$ cat config.mk
export PLATFORM = sky130hd
export DESIGN_NAME = isa_io_slave_flat
export DESIGN_NICKNAME = d
export VERILOG_FILES = /design/src/rtl/isa_io_slave_if.sv /design/src/rtl/isa_io_slave.sv /design/src/flat_wrapper.sv
export SDC_FILE = /design/constraint.sdc
export NUM_CORES = 1
export LEC_CHECK = 0
export CAP_MARGIN = 20
export CORE_UTILIZATION = 45
export DETAILED_ROUTE_END_ITERATION = 8
export PLACE_DENSITY = 0.73
export SLEW_MARGIN = 20
export SYNTH_ARGS = -nofsm -noshare
export SYNTH_HDL_FRONTEND = slang
export SYNTH_SLANG_ARGS = --single-unit
$ cat constraint.sdc
create_clock -name clk -period 4 [get_ports clk]
set_input_delay 1 -clock clk [delete_from_list [all_inputs] [get_ports clk]]
set_output_delay 1 -clock clk [all_outputs]
set_load 0.05 [all_outputs]
$ cat src/rtl/isa_io_slave_if.sv
`default_nettype none
// ============================================================================
// Module   : isa_io_slave_if
// Brief    : ISA I/O-cycle bus and local register-port bundle for
//            isa_io_slave. The slave modport is the FPGA side, the master
//            modport is the ISA host plus local function side.
// Revision : 1.0 - initial release
// ============================================================================
interface isa_io_slave_if #(
  parameter int NUM_WIN = 4,
  parameter int ADDR_W  = 16
);
  // ISA side
  logic [ADDR_W-1:0]  isa_sa;
  logic               isa_bale;
  logic               isa_aen;
  logic               isa_ior_n;
  logic               isa_iow_n;
  logic               isa_sbhe_n;
  logic [15:0]        isa_sd_in;
  logic [15:0]        isa_sd_out;
  logic               isa_sd_oe;
  logic               sd_dir_n;
  logic               iochrdy_low;
  // Local function side
  logic [NUM_WIN-1:0] cs;
  logic [3:0]         offset;
  logic               wr_stb;
  logic [7:0]         wr_data;
  logic               rd_req;
  logic               rd_ack;
  logic [7:0]         rd_data;
  logic               rd_timeout;

  modport slave (
    input  isa_sa, isa_bale, isa_aen, isa_ior_n, isa_iow_n, isa_sbhe_n,
           isa_sd_in, rd_ack, rd_data,
    output isa_sd_out, isa_sd_oe, sd_dir_n, iochrdy_low,
           cs, offset, wr_stb, wr_data, rd_req, rd_timeout
  );

  modport master (
    output isa_sa, isa_bale, isa_aen, isa_ior_n, isa_iow_n, isa_sbhe_n,
           isa_sd_in, rd_ack, rd_data,
    input  isa_sd_out, isa_sd_oe, sd_dir_n, iochrdy_low,
           cs, offset, wr_stb, wr_data, rd_req, rd_timeout
  );
endinterface
`default_nettype wire

$ cat src/rtl/isa_io_slave.sv
`default_nettype none
// ============================================================================
// Module   : isa_io_slave
// Brief    : ISA I/O-cycle front end with NUM_WIN programmable decode
//            windows. Synchronises ISA strobes, latches the address on BALE,
//            issues single-cycle local read/write requests, steers write
//            byte lanes, drives read data and stretches reads with IOCHRDY.
// Revision : 1.0 - initial release
// ============================================================================
module isa_io_slave #(
  parameter int NUM_WIN     = 4,
  parameter int ADDR_W      = 16,
  parameter int SYNC_STAGES = 2,
  parameter int WAIT_MAX    = 63
) (
  input  wire logic                  clk,
  input  wire logic                  rst_n,
  isa_io_slave_if.slave              bus,
  input  wire logic [NUM_WIN-1:0]    win_en,
  input  wire logic [NUM_WIN*ADDR_W-1:0] win_base,
  input  wire logic [NUM_WIN*4-1:0]  win_size
);

  // Packed layout of the synchronised ISA inputs
  localparam int SW      = ADDR_W + 21;
  localparam int B_SA    = 21;
  localparam int B_BALE  = 20;
  localparam int B_AEN   = 19;
  localparam int B_IOR   = 18;
  localparam int B_IOW   = 17;
  localparam int B_SBHE  = 16;

  typedef enum logic [1:0] {
    S_IDLE     = 2'd0,
    S_WR_HOLD  = 2'd1,
    S_RD_WAIT  = 2'd2,
    S_RD_DRIVE = 2'd3
  } state_t;

  // --------------------------------------------------------------------------
  // Synchroniser chain
  // --------------------------------------------------------------------------
  logic [SW-1:0] sync_q [SYNC_STAGES];
  logic [SW-1:0] sync_d [SYNC_STAGES];

  // Shift raw ISA inputs through the synchroniser stages
  always_comb begin
    sync_d[0] = {bus.isa_sa, bus.isa_bale, bus.isa_aen, bus.isa_ior_n,
                 bus.isa_iow_n, bus.isa_sbhe_n, bus.isa_sd_in};
    for (int i = 1; i < SYNC_STAGES; i++) begin
      sync_d[i] = sync_q[i-1];
    end
  end

  // Synchroniser flops; cleared to 0 so a strobe held low through reset
  // never shows up as a falling edge afterwards
  always_ff @(posedge clk or negedge rst_n) begin
    if (!rst_n) begin
      for (int i = 0; i < SYNC_STAGES; i++) begin
        sync_q[i] <= '0;
      end
    end else begin
      for (int i = 0; i < SYNC_STAGES; i++) begin
        sync_q[i] <= sync_d[i];
      end
    end
  end

  logic [SW-1:0]     sync_s;
  logic [ADDR_W-1:0] sa_s;
  logic              bale_s;
  logic              aen_s;
  logic              ior_n_s;
  logic              iow_n_s;
  logic              sbhe_n_s;
  logic [15:0]       sd_s;

  assign sync_s   = sync_q[SYNC_STAGES-1];
  assign sa_s     = sync_s[B_SA +: ADDR_W];
  assign bale_s   = sync_s[B_BALE];
  assign aen_s    = sync_s[B_AEN];
  assign ior_n_s  = sync_s[B_IOR];
  assign iow_n_s  = sync_s[B_IOW];
  assign sbhe_n_s = sync_s[B_SBHE];
  assign sd_s     = sync_s[15:0];

  // --------------------------------------------------------------------------
  // State and output registers
  // --------------------------------------------------------------------------
  state_t             state_q,      state_d;
  logic               bale_prev_q,  bale_prev_d;
  logic               ior_prev_q,   ior_prev_d;
  logic               iow_prev_q,   iow_prev_d;
  logic [ADDR_W-1:0]  addr_lat_q,   addr_lat_d;
  logic [7:0]         wait_cnt_q,   wait_cnt_d;
  logic               wr_stb_q,     wr_stb_d;
  logic               rd_req_q,     rd_req_d;
  logic               rd_timeout_q, rd_timeout_d;
  logic [NUM_WIN-1:0] cs_q,         cs_d;
  logic [3:0]         offset_q,     offset_d;
  logic [7:0]         wr_data_q,    wr_data_d;
  logic               iochrdy_q,    iochrdy_d;
  logic               drive_q,      drive_d;
  logic [15:0]        sd_out_q,     sd_out_d;

  logic bale_fall;
  logic ior_fall;
  logic iow_fall;

  assign bale_fall = bale_prev_q & ~bale_s;
  assign ior_fall  = ior_prev_q  & ~ior_n_s;
  assign iow_fall  = iow_prev_q  & ~iow_n_s;

  // Address latch: transparent while BALE is high, captured on its fall
  always_comb begin
    bale_prev_d = bale_s;
    ior_prev_d  = ior_n_s;
    iow_prev_d  = iow_n_s;
    addr_lat_d  = addr_lat_q;
    if (bale_s || bale_fall) begin
      addr_lat_d = sa_s;
    end
  end

  // --------------------------------------------------------------------------
  // Window decode; scanned high to low so the lowest index wins on overlap
  // --------------------------------------------------------------------------
  logic               hit;
  logic [NUM_WIN-1:0] hit_oh;
  logic [3:0]         hit_off;
  logic [3:0]         win_sz;
  logic [ADDR_W-1:0]  win_b;
  logic [3:0]         off_mask;

  // Compare the latched address against each enabled window
  always_comb begin
    hit      = 1'b0;
    hit_oh   = '0;
    hit_off  = 4'h0;
    win_sz   = 4'h0;
    win_b    = '0;
    off_mask = 4'h0;
    for (int i = NUM_WIN - 1; i >= 0; i--) begin
      win_sz   = win_size[i*4 +: 4];
      win_b    = win_base[i*ADDR_W +: ADDR_W];
      off_mask = (win_sz >= 4'd4) ? 4'hF : 4'((5'd1 << win_sz) - 5'd1);
      if (win_en[i] && ((addr_lat_q >> win_sz) == (win_b >> win_sz))) begin
        hit       = 1'b1;
        hit_oh    = '0;
        hit_oh[i] = 1'b1;
        hit_off   = addr_lat_q[3:0] & off_mask;
      end
    end
  end

  logic [7:0] lane_byte;
  logic       cycle_ok;

  // High byte only for an odd address with SBHE# asserted
  assign lane_byte = (!sbhe_n_s && addr_lat_q[0]) ? sd_s[15:8] : sd_s[7:0];
  // DMA cycles and misses are ignored entirely
  assign cycle_ok  = hit & ~aen_s;

  // --------------------------------------------------------------------------
  // Cycle FSM next-state and registered-output logic
  // --------------------------------------------------------------------------
  always_comb begin
    state_d      = state_q;
    wait_cnt_d   = wait_cnt_q;
    wr_stb_d     = 1'b0;
    rd_req_d     = 1'b0;
    rd_timeout_d = 1'b0;
    cs_d         = '0;
    offset_d     = offset_q;
    wr_data_d    = wr_data_q;
    iochrdy_d    = iochrdy_q;
    drive_d      = drive_q;
    sd_out_d     = sd_out_q;
    case (state_q)
      S_IDLE: begin
        iochrdy_d = 1'b0;
        drive_d   = 1'b0;
        // Simultaneous IOR#/IOW# falls are a bus error and are dropped
        if (iow_fall && !ior_fall && cycle_ok) begin
          wr_stb_d  = 1'b1;
          cs_d      = hit_oh;
          offset_d  = hit_off;
          wr_data_d = lane_byte;
          state_d   = S_WR_HOLD;
        end else if (ior_fall && !iow_fall && cycle_ok) begin
          rd_req_d   = 1'b1;
          cs_d       = hit_oh;
          offset_d   = hit_off;
          wait_cnt_d = 8'd0;
          state_d    = S_RD_WAIT;
        end
      end
      S_WR_HOLD: begin
        if (iow_n_s) begin
          state_d = S_IDLE;
        end
      end
      S_RD_WAIT: begin
        // A host abort beats a coincident ack so SD is never driven after
        // the host has released IOR#
        if (ior_n_s) begin
          iochrdy_d = 1'b0;
          state_d   = S_IDLE;
        end else if (bus.rd_ack) begin
          sd_out_d  = {bus.rd_data, bus.rd_data};
          iochrdy_d = 1'b0;
          drive_d   = 1'b1;
          state_d   = S_RD_DRIVE;
        end else if (wait_cnt_q == 8'(WAIT_MAX)) begin
          sd_out_d     = 16'hFFFF;
          rd_timeout_d = 1'b1;
          iochrdy_d    = 1'b0;
          drive_d      = 1'b1;
          state_d      = S_RD_DRIVE;
        end else begin
          wait_cnt_d = wait_cnt_q + 8'd1;
          iochrdy_d  = 1'b1;
        end
      end
      S_RD_DRIVE: begin
        if (ior_n_s) begin
          drive_d = 1'b0;
          state_d = S_IDLE;
        end
      end
      default: begin
        state_d = S_IDLE;
      end
    endcase
  end

  // Register FSM state, edge history and all outputs
  always_ff @(posedge clk or negedge rst_n) begin
    if (!rst_n) begin
      state_q      <= S_IDLE;
      bale_prev_q  <= 1'b0;
      ior_prev_q   <= 1'b0;
      iow_prev_q   <= 1'b0;
      addr_lat_q   <= '0;
      wait_cnt_q   <= 8'd0;
      wr_stb_q     <= 1'b0;
      rd_req_q     <= 1'b0;
      rd_timeout_q <= 1'b0;
      cs_q         <= '0;
      offset_q     <= 4'h0;
      wr_data_q    <= 8'h00;
      iochrdy_q    <= 1'b0;
      drive_q      <= 1'b0;
      sd_out_q     <= 16'h0000;
    end else begin
      state_q      <= state_d;
      bale_prev_q  <= bale_prev_d;
      ior_prev_q   <= ior_prev_d;
      iow_prev_q   <= iow_prev_d;
      addr_lat_q   <= addr_lat_d;
      wait_cnt_q   <= wait_cnt_d;
      wr_stb_q     <= wr_stb_d;
      rd_req_q     <= rd_req_d;
      rd_timeout_q <= rd_timeout_d;
      cs_q         <= cs_d;
      offset_q     <= offset_d;
      wr_data_q    <= wr_data_d;
      iochrdy_q    <= iochrdy_d;
      drive_q      <= drive_d;
      sd_out_q     <= sd_out_d;
    end
  end

  // A single drive flop keeps the output enable and direction in lockstep
  assign bus.isa_sd_out  = sd_out_q;
  assign bus.isa_sd_oe   = drive_q;
  assign bus.sd_dir_n    = ~drive_q;
  assign bus.iochrdy_low = iochrdy_q;
  assign bus.cs          = cs_q;
  assign bus.offset      = offset_q;
  assign bus.wr_stb      = wr_stb_q;
  assign bus.wr_data     = wr_data_q;
  assign bus.rd_req      = rd_req_q;
  assign bus.rd_timeout  = rd_timeout_q;

endmodule
`default_nettype wire
$ cat src/flat_wrapper.sv
// flat-port wrapper written by rule: the top's interface ports become plain ports
module isa_io_slave_flat 
#(
  parameter int NUM_WIN     = 4,
  parameter int ADDR_W      = 16,
  parameter int SYNC_STAGES = 2,
  parameter int WAIT_MAX    = 63
)
  (clk, rst_n, win_en, win_base, win_size, bus_isa_sa, bus_isa_bale, bus_isa_aen, bus_isa_ior_n, bus_isa_iow_n, bus_isa_sbhe_n, bus_isa_sd_in, bus_rd_ack, bus_rd_data, bus_isa_sd_out, bus_isa_sd_oe, bus_sd_dir_n, bus_iochrdy_low, bus_cs, bus_offset, bus_wr_stb, bus_wr_data, bus_rd_req, bus_rd_timeout);
  isa_io_slave_if #(.NUM_WIN(NUM_WIN), .ADDR_W(ADDR_W)) bus_i ();
  input  wire logic clk;
  input  wire logic rst_n;
  input  wire logic [NUM_WIN-1:0] win_en;
  input  wire logic [NUM_WIN*ADDR_W-1:0] win_base;
  input  wire logic [NUM_WIN*4-1:0] win_size;
  input wire logic [$bits(bus_i.isa_sa)-1:0] bus_isa_sa;
  input wire logic [$bits(bus_i.isa_bale)-1:0] bus_isa_bale;
  input wire logic [$bits(bus_i.isa_aen)-1:0] bus_isa_aen;
  input wire logic [$bits(bus_i.isa_ior_n)-1:0] bus_isa_ior_n;
  input wire logic [$bits(bus_i.isa_iow_n)-1:0] bus_isa_iow_n;
  input wire logic [$bits(bus_i.isa_sbhe_n)-1:0] bus_isa_sbhe_n;
  input wire logic [$bits(bus_i.isa_sd_in)-1:0] bus_isa_sd_in;
  input wire logic [$bits(bus_i.rd_ack)-1:0] bus_rd_ack;
  input wire logic [$bits(bus_i.rd_data)-1:0] bus_rd_data;
  output wire logic [$bits(bus_i.isa_sd_out)-1:0] bus_isa_sd_out;
  output wire logic [$bits(bus_i.isa_sd_oe)-1:0] bus_isa_sd_oe;
  output wire logic [$bits(bus_i.sd_dir_n)-1:0] bus_sd_dir_n;
  output wire logic [$bits(bus_i.iochrdy_low)-1:0] bus_iochrdy_low;
  output wire logic [$bits(bus_i.cs)-1:0] bus_cs;
  output wire logic [$bits(bus_i.offset)-1:0] bus_offset;
  output wire logic [$bits(bus_i.wr_stb)-1:0] bus_wr_stb;
  output wire logic [$bits(bus_i.wr_data)-1:0] bus_wr_data;
  output wire logic [$bits(bus_i.rd_req)-1:0] bus_rd_req;
  output wire logic [$bits(bus_i.rd_timeout)-1:0] bus_rd_timeout;
  assign bus_i.isa_sa = bus_isa_sa;
  assign bus_i.isa_bale = bus_isa_bale;
  assign bus_i.isa_aen = bus_isa_aen;
  assign bus_i.isa_ior_n = bus_isa_ior_n;
  assign bus_i.isa_iow_n = bus_isa_iow_n;
  assign bus_i.isa_sbhe_n = bus_isa_sbhe_n;
  assign bus_i.isa_sd_in = bus_isa_sd_in;
  assign bus_i.rd_ack = bus_rd_ack;
  assign bus_i.rd_data = bus_rd_data;
  assign bus_isa_sd_out = bus_i.isa_sd_out;
  assign bus_isa_sd_oe = bus_i.isa_sd_oe;
  assign bus_sd_dir_n = bus_i.sd_dir_n;
  assign bus_iochrdy_low = bus_i.iochrdy_low;
  assign bus_cs = bus_i.cs;
  assign bus_offset = bus_i.offset;
  assign bus_wr_stb = bus_i.wr_stb;
  assign bus_wr_data = bus_i.wr_data;
  assign bus_rd_req = bus_i.rd_req;
  assign bus_rd_timeout = bus_i.rd_timeout;
  isa_io_slave #(.NUM_WIN(NUM_WIN), .ADDR_W(ADDR_W), .SYNC_STAGES(SYNC_STAGES), .WAIT_MAX(WAIT_MAX)) u_core (.clk(clk), .rst_n(rst_n), .bus(bus_i), .win_en(win_en), .win_base(win_base), .win_size(win_size));
endmodule
Word level (Yosys, flattened, before mapping)
Cells that the tools add are included.
W data, S select, Z words.
{"block": "word_totals", "reg_bits": 140, "out_inout_bits": 38, "wordCells": 149}
{"block": "op_classes", "addsub": 5, "magnitude_cmp": 4, "n_eq_ne": 18, "n_shift": 12, "muxes": 56, "n_bitwise": 13, "n_reduce_logical": 24}
{"op": "$shr A16 B4 Y16", "n": 8}
{"op": "$mux W4", "n": 17}
{"op": "$eq A16 B16 Y1", "n": 4}
{"op": "$mux W8", "n": 6}
{"op": "$mux W16", "n": 2}
{"op": "$mux W1", "n": 20}
{"op": "$and A4 B4 Y4", "n": 4}
{"op": "$ge A4 B3 Y1 const B", "n": 4}
{"op": "$pmux W8 S2", "n": 1}
{"op": "$shl A1 B4 Y4 const A", "n": 4}
{"op": "$sub A4 B1 Y4 const B", "n": 4}
{"op": "$mux W2", "n": 7}
{"op": "$logic_and A1 B1 Y1", "n": 9}
{"op": "$add A8 B1 Y8 const B", "n": 1}
{"op": "$eq A8 B6 Y1 const B", "n": 1}
{"op": "$ne A2 B2 Y1 const B", "n": 4}
{"op": "$pmux W2 S4", "n": 1}
{"op": "$reduce_and A4 Y1", "n": 2}
{"op": "$ne A2 B1 Y1 const B", "n": 3}
{"op": "$reduce_and A6 Y1", "n": 1}
{"op": "$reduce_bool A2 Y1", "n": 3}
{"op": "$not A1 Y1", "n": 5}
{"op": "$and A1 B1 Y1", "n": 4}
{"op": "$eq A2 B2 Y1 const B", "n": 2}
{"op": "other kinds (12)", "n": 15}

Logic depth before layout (Yosys ltp)
{"block": "logic_depth", "word_depth": 12, "depth_mapped": 11, "depth_no_buf": 10}

Worst setup path after synthesis
Ideal clock, no wire load.
{"block": "synth_timing", "path_kind": "input-to-reg", "from": "input port win_size[14]", "to": "register u_core.wr_data_q[0], in the netlist u_core.bus.wr_data[0]", "setup_time_ns": 0.125, "arrival_time_ns": 3.582, "required_ns": 3.875, "path_slack_ns": 0.293, "cell_stages": 9, "path_buffers": 1, "cell_sequence": "clkbuf_1 > mux4_2 > mux2i_1 > a41oi_1 > nor4_1 > a21boi_2 > nor4_4 > nor3_4 > mux2_4"}
{"block": "synth_between", "elab_chain_cells": 10}
{"element": "from (decl)", "line_no": "flat_wrapper.sv:15", "rtl": "input wire logic [NUM_WIN*4-1:0] win_size;"}
{"element": "$shr A16 B4 Y16", "line_no": "isa_io_slave.sv:147", "rtl": "if (win_en[i] && ((addr_lat_q >> win_sz) == (win_b >> win_sz))) begin"}
{"element": "$eq A16 B16 Y1 *", "line_no": "isa_io_slave.sv:147"}
{"element": "$logic_and A1 B1 Y1 *", "line_no": "isa_io_slave.sv:147"}
{"element": "$mux W1 * (4 in series)", "line_no": "isa_io_slave.sv:147"}
{"element": "$and A1 B1 Y1 *", "line_no": "isa_io_slave.sv:162", "rtl": "assign cycle_ok = hit & ~aen_s;"}
{"element": "$logic_and A1 B1 Y1 *", "line_no": "isa_io_slave.sv:184", "rtl": "if (iow_fall && !ior_fall && cycle_ok) begin"}
{"element": "$reduce_and A2 Y1 (no line) *"}
{"element": "to (signal assigned)", "line_no": "isa_io_slave.sv:267", "rtl": "wr_data_q <= wr_data_d;"}
{"element": "to (decl)", "line_no": "isa_io_slave.sv:101", "rtl": "logic [7:0] wr_data_q, wr_data_d;"}
Every way passes the cells marked *; elsewhere a longest branch is shown, timed or not.
A chain may end at the register's enable or synchronous reset.

Worst setup path after layout
{"block": "layout_timing", "from": "input port win_base[26]", "to": "register u_core.wait_cnt_q[2]"}
{"block": "layout_between", "elab_chain_cells": 9}
{"element": "from (decl)", "line_no": "flat_wrapper.sv:14", "rtl": "input wire logic [NUM_WIN*ADDR_W-1:0] win_base;"}
{"element": "$shr A16 B4 Y16 *", "line_no": "isa_io_slave.sv:147"}
{"element": "$eq A16 B16 Y1 *", "line_no": "isa_io_slave.sv:147"}
{"element": "$logic_and A1 B1 Y1 *", "line_no": "isa_io_slave.sv:147"}
{"element": "$mux W1 * (2 in series)", "line_no": "isa_io_slave.sv:147"}
{"element": "$and A1 B1 Y1 *", "line_no": "isa_io_slave.sv:162"}
{"element": "$logic_and A1 B1 Y1, on equally long branches", "line_no": "isa_io_slave.sv:184, isa_io_slave.sv:190"}
{"element": "$ne A2 B2 Y1 (no line) / $ne A2 B1 Y1 (equally long branches)"}
{"element": "$reduce_and A6 Y1 (no line) *"}
{"element": "to (signal assigned)", "line_no": "isa_io_slave.sv:261", "rtl": "wait_cnt_q <= wait_cnt_d;"}
{"element": "to (decl)", "line_no": "isa_io_slave.sv:95", "rtl": "logic [7:0] wait_cnt_q, wait_cnt_d;"}
Marked as above.

==> reports/qor.csv <==
stage,metric,value,unit
layout,number of fill cells,1092,
sta,Slew headroom,0.426,
power_and_ir_drop,Design Power,4.16,mW
sta,fin crit period,3.83,ns
flow_run,Max-Cap Viols,0,
synthesis,top_reg_cell synth,dfrtp_1,
clock_tree,Max Root-Sink Buffers,2,
sta,"Setup violations, final",0,
worst_hold_path,HP Start,u_core.sync_d[34]$_DFF_PN0_,
clock_tree,CTS Buf Count,17,
critical_path,critical path capture point type,flop,
clock_tree,CTS tree,built,
die,die width,125,microns
drt,post-route ant nets,0,
sta,RSZ-0062 raised after global routing,no,
layout,area of the multi-input gates,3220,sq um
power_and_ir_drop,peak supply drop,403,uV
drt,DR vias,5386,
critical_path,biggest cell delay along the critical path,0.76,ns
synthesis,"Avg Cell Area, Syn",11.5,sq um
placement,Place WS,-0.228,ns
synthesis,YS warnings,0,
global_routing,GRT Total Usage,0.254,
synthesis,Cell variety after synth,70,
die,starting density of the core,0.465,
sta,Tcrit/Tclk final,0.957,
global_routing,first-pass GRT wire length,30300,microns
synthesis,ys async rst share,1.00,
clock_tree,clk sinks,132,
sta,worst hold slack,0.345,ns
critical_path,Worst Path Max Fanout,8,
sta,"Slew Viols, Final",0,
sta,Worst Skew,0.0139,ns
synthesis,"top cells by area, synth","dfrtp_1 (49%), xor2_1 (5.0%), xnor2_1 (4.4%)",
layout,final instance area,9520,sq um
sta,Fmax,0.261,GHz
drt,Via density,5.46,
drt,router iterations before antenna repair,7,
power_and_ir_drop,Pleak,3.96,nW
drt,Post-Route WL,18500,microns
drt,DRC,24,
synthesis,top-count cell post-synth,dfrtp_1,
synthesis,Post-synth EDFFs,0,
global_routing,M1 GR Usage,0.334,
synthesis,Synth top area share,0.485,
status,status,"finished, violations left",
synthesis,Mapped Nets,729,
power_and_ir_drop,Pwr Density,437,nW/um^2
global_routing,largest net degree at the start of global routing,54,
sta,post-route setup slack,0.173,ns
layout,final cell count without fillers,986,
global_routing,initial antenna violation count,0,
die,number of cell rows,44,
drt,WL/cell,18.7,microns
layout,Layout area overhead,39.8,%
critical_path,CP Data Required Time,4.31,ns
critical_path,Worst EP arrival,4.14,ns
synthesis,Yosys top cell by area,dfrtp_1,
sta,Tightest Pin Transition,0.840,ns
die,Die Footprint,15600,sq um
critical_path,Startpoint Class,input pin,
critical_path,R2R Path Start,u_core.addr_lat_q[5]$_DFFE_PN0P_,
synthesis,"Seq/Total Area, Yosys",0.485,
sta,endpoints failing hold,0,
status,failing checks,design-rule violations,
global_routing,grt met2 use,0.410,
clock_tree,"Reg clk slew, reported paths",0.06,ns
clock_tree,CTS Hold Bufs,0,
layout,register area,3300,sq um
critical_path,Setup CP Type,input pin to flop,
die,Die Ht,125,microns
placement,HPWL Detailed,14300,microns
placement,IO buf count,169,
layout,nets,926,
clock_tree,# H-tree levels,4,
synthesis,synth cell count leaders,"dfrtp_1 (132), nor2_1 (40), xor2_1 (39), nand2_1 (34), xnor2_1 (34)",
synthesis,Post-Synthesis Cells,592,
layout,share of cells above drive strength 1,0.188,
placement,GPL Wtd Cong,0.938,
die,Ports,170,
placement,dpl cells,954,
worst_hold_path,Worst Hold Class,flop to flop,
critical_path,Crit path max-delay family,compound AO/OA/AOI/OAI gates,
drt,DRT iter0 DRCs,348,
synthesis,synthesized cell area,6810,sq um
die,core area,14600,sq um
global_routing,vias in the first global route,5675,
critical_path,CP max-delay cell,a2111oi_0,
critical_path,CP bufs+invs,3,
synthesis,#FFs+latches synth,132,
critical_path,critical path launch point,win_base[26],
clock_tree,postcts setup bufs,0,
global_routing,met3 global-route usage,0.0586,
critical_path,CP cell instances,clkdlybuf4s50_1 -> xor2_1 -> buf_4 -> nor2_1 -> o21ai_1 -> o21a_1 -> a2111oi_0 -> o32a_1 -> nor4_4 -> buf_4 -> o21a_1 -> a211o_1,
layout,ant diodes,0,
global_routing,GRT overflow,0,
clock_tree,root buf cell,clkbuf_16,
clock_tree,Worst-Skew Late Latency,0.42,ns
global_routing,GR peak layer,met2,
placement,placed cell areas,8930,sq um
==> worst paths after layout <==
kind,slack (ns),depth (start not counted),end
max reg2reg,0.60,11,u_core.wait_cnt_q[2]$_DFFE_PN0P_
min reg2reg,0.35,0,u_core.sync_s[34]$_DFF_PN0_
max in group asynchronous,2.54,2,u_core.addr_lat_q[10]$_DFFE_PN0P_
max,0.17,12,u_core.wait_cnt_q[2]$_DFFE_PN0P_
min,0.35,0,u_core.sync_s[34]$_DFF_PN0_
min in group asynchronous,0.62,1,u_core.sync_d[8]$_DFF_PN0_
==> timing repair <==
item | 4_1_cts | 5_1_grt
hold endpoints to repair | 0 | 0
setup endpoints to repair | 0 | 9
gates resized for setup | 0 | 1
==> area by class of cell <==
type / count / share of cell area
tap: 184 / 0.0242
multi-input combinational: 405 / 0.339
clock buffer: 18 / 0.0462
timing repair buffer: 225 / 0.226
inverter: 8 / 0.00316
clock inverter: 14 / 0.0150
sequential: 132 / 0.347
==> layout by cell type, fill, tap and decap left out, types with 16 or more instances in the layout <==
cell type        instances
buf_4                   54
mux2i_1                 19
nand2_1                 34
xor2_1                  39
nand3_1                 23
nor2_1                  40
o21ai_0                 16
dfrtp_1                132
mux2_2                  26
xnor2_1                 34
clkdlybuf4s50_1        168
clkbuf_16               17
==> metrics by stage <==
stage | util | TNS (ns)
floorplan | - | 0
detailed placement | 0.610 | -3.97
finish | 0.650 | 0
global route | 0.650 | 0
global placement | 0.610 | -3.48
CTS | 0.649 | 0
==> report_power, final <==
group	leakage [nW]	internal (mW)	total (mW)	switching (mW)
Combinational	2.10	0.509	1.08	0.571
Sequential	1.58	1.46	1.59	0.123
Clock	0.281	0.890	1.50	0.606
==> state kept, by name, indices dropped and copies added (netlist names), 4 cells and up <==
| signal | flops |
|---|---|
| u_core.wait_cnt_q | 8 |
| u_core.bus.cs | 4 |
| u_core.bus.wr_data | 8 |
| u_core.addr_lat_q | 16 |
| u_core.sync_s | 37 |
| u_core.bus.isa_sd_out | 8 |
| u_core.sync_d | 37 |
| u_core.bus.offset | 4 |
==> per-layer routing <==
metal | up-vias | wire length [microns]
met2 | 201 | 8720
met1 | 2637 | 8240
met5 | - | 0
li1 | 2520 | -
met4 | 0 | 449
met3 | 28 | 1070
==> logic make-up (layout without fill, tap and decap cells) <==
logic type / count (synthesis) / in the layout / share of synthesized area
and+or+nand+nor: 154 / 154 / 0.116
DFF: 132 / 132 / 0.485
AOI/OAI and AO/OA: 107 / 107 / 0.121
xor gates and xnor gates: 73 / 73 / 0.0939
muxes: 66 / 66 / 0.132
buffers and inverters: 55 / 265 / 0.0421
adders and majority gates: 5 / 5 / 0.00919
Power figures use the tool's default switching activity.
